## config.mk

```make
export PLATFORM = sky130hd
export DESIGN_NAME = byter_stack
export DESIGN_NICKNAME = d
export VERILOG_FILES = /design/src/rtl/byter_pkg.sv /design/src/rtl/byter_stack_mem.sv /design/src/rtl/byter_stack.sv
export SDC_FILE = /design/constraint.sdc
export NUM_CORES = 1
export LEC_CHECK = 0
export BUFFER_PORTS_ARGS = -buffer_cell sky130_fd_sc_hd__buf_2
export CELL_PAD_IN_SITES_DETAIL_PLACEMENT = 0
export CELL_PAD_IN_SITES_GLOBAL_PLACEMENT = 1
export CORE_UTILIZATION = 48
export CTS_CLUSTER_DIAMETER = 50
export DETAILED_ROUTE_END_ITERATION = 6
export PLACE_DENSITY = 0.77
export RECOVER_POWER = 100
export SETUP_SLACK_MARGIN = 0.2
export SLEW_MARGIN = 10
export SYNTH_ARGS = -nofsm -noshare
export SYNTH_HDL_FRONTEND = slang
export SYNTH_SLANG_ARGS = --single-unit
```

## constraint.sdc

```tcl
create_clock -name clk -period 7.4 [get_ports clk]
set_input_delay 1.11 -clock clk [delete_from_list [all_inputs] [get_ports clk]]
set_output_delay 1.11 -clock clk [all_outputs]
set_load 0.02 [all_outputs]
```

## src/rtl/byter_pkg.sv

```systemverilog
// Shared byter core definitions: default datapath widths and the stack operation encoding.
package byter_pkg;

  localparam int unsigned BYTER_PC_W   = 12;
  localparam int unsigned BYTER_DATA_W = 8;

  // Encoding matches the {push, pop} input pair
  typedef enum logic [1:0] {
    OpNop     = 2'b00,
    OpPop     = 2'b01,
    OpPush    = 2'b10,
    OpReplace = 2'b11
  } stack_op_e;

endpackage

```

## src/rtl/byter_stack_mem.sv

```systemverilog
// DEPTH x WIDTH register array: one synchronous write port, one asynchronous read port.
module byter_stack_mem
  import byter_pkg::*;
#(
  parameter int unsigned WIDTH = BYTER_PC_W,
  parameter int unsigned DEPTH = 16,
  parameter int unsigned AW    = $clog2(DEPTH)
) (
  input  logic             i_clk,
  input  logic             i_we,
  input  logic [AW-1:0]    i_waddr,
  input  logic [WIDTH-1:0] i_wdata,
  input  logic [AW-1:0]    i_raddr,
  output logic [WIDTH-1:0] o_rdata
);

  logic [WIDTH-1:0] r_mem [DEPTH];

  always_ff @(posedge i_clk) begin
    if (i_we) r_mem[i_waddr] <= i_wdata;
  end

  assign o_rdata = r_mem[i_raddr];

endmodule

```

## src/rtl/byter_stack.sv

```systemverilog
// Parametrised LIFO with occupancy count, full/empty, replace-top and sticky error flags.
// Build option BYTER_STACK_WRAP_EN: a push on full discards the oldest entry instead of being refused.
module byter_stack
  import byter_pkg::*;
#(
  parameter int unsigned WIDTH = BYTER_PC_W,
  parameter int unsigned DEPTH = 16,
  parameter int unsigned CW    = $clog2(DEPTH + 1)
) (
  input  logic             clk,
  input  logic             reset,
  input  logic             push,
  input  logic             pop,
  input  logic [WIDTH-1:0] din,
  input  logic             clr_err,
  output logic [WIDTH-1:0] dout,
  output logic [CW-1:0]    count,
  output logic             empty,
  output logic             full,
  output logic             overflow,
  output logic             underflow
);

  localparam int unsigned AW      = $clog2(DEPTH);
  localparam logic [AW-1:0] LAST  = AW'(DEPTH - 1);
  localparam logic [CW-1:0] CNT_MAX = CW'(DEPTH);

  // Explicit wrap so non-power-of-two depths never index past the last cell
  function automatic logic [AW-1:0] ptr_inc(input logic [AW-1:0] p);
    return (p == LAST) ? '0 : p + AW'(1);
  endfunction

  function automatic logic [AW-1:0] ptr_dec(input logic [AW-1:0] p);
    return (p == '0) ? LAST : p - AW'(1);
  endfunction

  // r_wp is the next free slot; the top entry sits one below it
  logic [AW-1:0] r_wp, r_bot;
  logic [CW-1:0] r_cnt;
  logic          r_ovf, r_udf;

  stack_op_e        w_op;
  logic [AW-1:0]    w_top, w_waddr, w_wp_d, w_bot_d;
  logic [CW-1:0]    w_cnt_d;
  logic             w_we, w_empty, w_full, w_ovf_evt, w_udf_evt;
  logic [WIDTH-1:0] w_rdata;

  assign w_op    = stack_op_e'({push, pop});
  assign w_top   = ptr_dec(r_wp);
  assign w_empty = (r_cnt == '0);
  assign w_full  = (r_cnt == CNT_MAX);

  always_comb begin
    w_we      = 1'b0;
    w_waddr   = r_wp;
    w_wp_d    = r_wp;
    w_bot_d   = r_bot;
    w_cnt_d   = r_cnt;
    w_ovf_evt = 1'b0;
    w_udf_evt = 1'b0;
    case (w_op)
      OpPush: begin
        if (!w_full) begin
          w_we    = 1'b1;
          w_wp_d  = ptr_inc(r_wp);
          w_cnt_d = r_cnt + CW'(1);
        end else begin
          w_ovf_evt = 1'b1;
`ifdef BYTER_STACK_WRAP_EN
          // Full means r_wp == r_bot, so this write lands on the oldest entry
          w_we    = 1'b1;
          w_wp_d  = ptr_inc(r_wp);
          w_bot_d = ptr_inc(r_bot);
`endif
        end
      end
      OpPop: begin
        if (!w_empty) begin
          w_wp_d  = w_top;
          w_cnt_d = r_cnt - CW'(1);
        end else begin
          w_udf_evt = 1'b1;
        end
      end
      OpReplace: begin
        w_we = 1'b1;
        if (w_empty) begin
          w_wp_d  = ptr_inc(r_wp);
          w_cnt_d = CW'(1);
        end else begin
          w_waddr = w_top;
        end
      end
      default: ;
    endcase
  end

  always_ff @(posedge clk or negedge reset) begin
    if (!reset) begin
      r_wp  <= '0;
      r_bot <= '0;
      r_cnt <= '0;
      r_ovf <= 1'b0;
      r_udf <= 1'b0;
    end else begin
      r_wp  <= w_wp_d;
      r_bot <= w_bot_d;
      r_cnt <= w_cnt_d;
      // A same-cycle error beats clr_err
      r_ovf <= w_ovf_evt | (r_ovf & ~clr_err);
      r_udf <= w_udf_evt | (r_udf & ~clr_err);
    end
  end

  byter_stack_mem #(
    .WIDTH(WIDTH),
    .DEPTH(DEPTH),
    .AW   (AW)
  ) u_mem (
    .i_clk  (clk),
    .i_we   (w_we),
    .i_waddr(w_waddr),
    .i_wdata(din),
    .i_raddr(w_top),
    .o_rdata(w_rdata)
  );

  assign dout      = w_empty ? '0 : w_rdata;
  assign count     = r_cnt;
  assign empty     = w_empty;
  assign full      = w_full;
  assign overflow  = r_ovf;
  assign underflow = r_udf;

endmodule

```

==> summary.txt <==
Run status
  – Status: finished, violations left
  – Violated checks: max-capacitance violations, max-slew violations

Yosys
  – Mux cell area share after synthesis: 5.97%
  – Synthesized flop and latch total: 203
  – Avg Inst Size Synth: 14.1 um2
  – Mapped Cells: 624
  – Synth cell count leaders: edfxtp_1, mux2i_1, a21oi_1, a31oi_1, clkbuf_1
  – Synth cell types: 62
  – Synth Area in Simple Gates: 7.92%
  – Synthesized area: 8830 um2
  – Synth top area share: 65.3%
  – Complex-gate fraction of the synthesized area: 13.2%
  – Most frequent cell after synthesis: edfxtp_1
  – Net count after synthesis: 647
  – Adder-Cell Fraction of Synth Area: 0.936%
  – Share of flip-flops with an asynchronous set or reset: 5.42%
  – Yosys top cell by area: edfxtp_1
  – Largest family of logic cells by synthesized area: compound AO/OA/AOI/OAI gates
  – Synth top area cells: edfxtp_1, mux2i_1, dfrtp_1
  – Top_reg_cell synth: edfxtp_1
  – Xor-xnor portion of the synthesized cell area: 0.397%
  – Seq/Total Area, Yosys: 68.4%
  – EDFF count, synth: 192
  – Yosys warning total: 0

Worst setup path
  – Crit-path most repeated cell: buf_4
  – Crit end category: output port
  – Critical-path maximum fanout: 30
  – Worst Path Required: 6.29 ns
  – Critical path class: reg -> out
  – Highest cell delay on the worst timing path: 1.41 ns
  – Crit-path cells: buf_4 > inv_1 > ha_1 > and2_0 > buf_4 > a31oi_1 > or2_2 > o211ai_1 > a22o_1 > clkbuf_1
  – CP bufs+invs: 4
  – Crit path arrival time: 5.10 ns
  – CP top delay family: simple AND/OR/NAND/NOR gates
  – CP Launch Type: flop
  – CP max-delay cell: and2_0

Routing
  – Vias: 5730
  – DR pass1 iterations: 5
  – Met3 Wirelength: 1660 um
  – # DRC: 0
  – WL met1: 9140 um
  – Via density: 6.30
  – Met2 WL: 10400 um
  – Iter 0 DRT Violations: 467
  – Final ANT Viol Nets: 0
  – Top Layer Used: met4
  – Wire length per cell: 24.2 um
  – Total Wirelength: 22000 um

CTS
  – Clock latency on the worst-skew pair: 0.52 ns
  – # Post-CTS Setup Buffers: 0
  – H-Tree Depth: 1
  – CTS buffer count: 25
  – Clock Tree Root: clkbuf_16
  – Reg clk slew, reported paths: 0.06 ns
  – CTS tree: done
  – Post-CTS sizing: 0
  – Clock Sinks: 203
  – Cts hold-fix bufs: 0
  – Clock Path Buffers: 3

Placement
  – PortBufs: 37
  – # placed instances: 863
  – Area post-placement: 9250 um2
  – Dpl hpwl: 13000 um
  – Placer Congestion: 0.859

Final layout
  – Layout cells sized above 1: 10.6%
  – ANT cells: 0
  – Post-route insts no fill: 909
  – # nets final: 684
  – Design area: 9940 um2
  – Area growth syn-to-layout: 12.6%
  – Filler cells: 1451
  – Final core utilization: 55.3%

Timing
  – Final Setup Violations: 0
  – Setup tns final: 0 ns
  – Fin Clk Skew: 0.0154 ns
  – Min Hold Slack: 0.534 ns
  – Slew HR: -17.7%
  – Final hold vios: 0
  – Crit path time final: 6.21 ns
  – F_max: 161 MHz
  – Fin crit share: 83.9%
  – Final Max Tran Viols: 69
  – RSZ-0062 raised after global routing: false
  – Worst-margin pin slew: 1.76 ns

Floorplan
  – Core box area: 18000 um2
  – I/O Pins: 38
  – Die Width: 138 um
  – Die Span Y: 138 um
  – Initial Util: 49.1%
  – DIE AREA: 18900 um2
  – Row count: 49

Power and ir drop
  – Pleak: 3.40 nW
  – PwrDens: 472 nW/um2
  – Max VDD drop: 495 uV

Global routing
  – GRT Resource Usage Total: 24.4%
  – Global-route wire length before repair: 33400 um
  – Pin count of the biggest net entering global routing: 53
  – Grt ovf: 0
  – Antenna violations before repair: 0
  – Vias in the first global route: 5544

Min path
  – Min-Delay Path Class: reg -> reg

Job
  – Max-Cap Viols: 4
-- where the power goes --
part | internal (mW) | switching, mW
Combinational | 0.690 | 1.40
Sequential | 1.39 | 0.0624
Clock | 0.670 | 0.482
Total | 2.75 | 1.94
-- flip-flops by register name, indices dropped and copies added, names as in the netlist --
signal	flops
overflow	1
r_wp	4
u_mem.r_mem	192
underflow	1
count	5
-- layer usage --
| metal | track usage [%] | vias to the layer above |
|---|---|---|
| li1 | - | 2568 |
| met1 | 33.3 | 2852 |
| met2 | 39.6 | 256 |
| met3 | 3.64 | 54 |
| met4 | 9.28 | 0 |
| met5 | 0 | - |
-- cell usage in the layout, fill, tap and decap left out, types with 11 or more instances in the layout --
| cell type | instances |
|---|---|
| clkbuf_16 | 25 |
| clkbuf_1 | 46 |
| nand3_1 | 28 |
| a21oi_1 | 38 |
| inv_1 | 16 |
| a31oi_1 | 34 |
| nor2_1 | 27 |
| dfrtp_1 | 11 |
| a221oi_1 | 21 |
| nand2_1 | 29 |
| mux2i_1 | 47 |
| edfxtp_1 | 192 |
-- cell families after synthesis --
group,count (synthesis)
XOR/XNOR,4
multiplexers,50
adder cells (fa/ha/maj),6
AND/OR/NAND/NOR,133
AO/OA/AOI/OAI,164
buffers and inverters,64
flip-flops,203
-- through the flow --
stage / worst slack (ns) / total power [mW]
CTS: 1.96 / 4.74
finish: 1.19 / 4.69
detailed placement: 2.52 / 3.58
global route: 0.903 / 4.92
global placement: 2.59 / 3.55
floorplan: 3.75 / 2.93
-- final timing paths --
check / start / end / slack, ns / depth (start not counted)
worst max-delay path: r_wp[0] / dout[5] / 1.19 / 10
worst min-delay path: underflow / underflow / 0.53 / 2
worst max register to register: r_wp[0] / u_mem.r_mem[5][10] / 1.98 / 9
worst min register to register: underflow / underflow / 0.53 / 2
max in group asynchronous: reset / overflow / 6.40 / 1
min in group asynchronous: reset / underflow / 0.58 / 1
-- worst register-to-register path, delay by kind of cell, from the launching register on --
| kind | cells | cell delay (ns) |
|---|---|---|
| buffers and inverters | 3 | 1.04 |
| adders and majority gates | 1 | 0.41 |
| DFF | 1 | 0.37 |
| AOI/OAI and AO/OA | 1 | 0.32 |
| and+or+nand+nor | 4 | 2.89 |
-- layout make-up --
type	count	area, um2	share of cell area, %
Clock buffer	28	637	6.41
Multi-Input combinational cell	357	2490	25.0
Timing Repair Buffer	58	262	2.63
Sequential cell	203	6040	60.8
Clock inverter	18	163	1.64
Tap cell	229	287	2.88
Inverter	16	60.1	0.604
No activity file was read; power rests on OpenSTA's default activity.
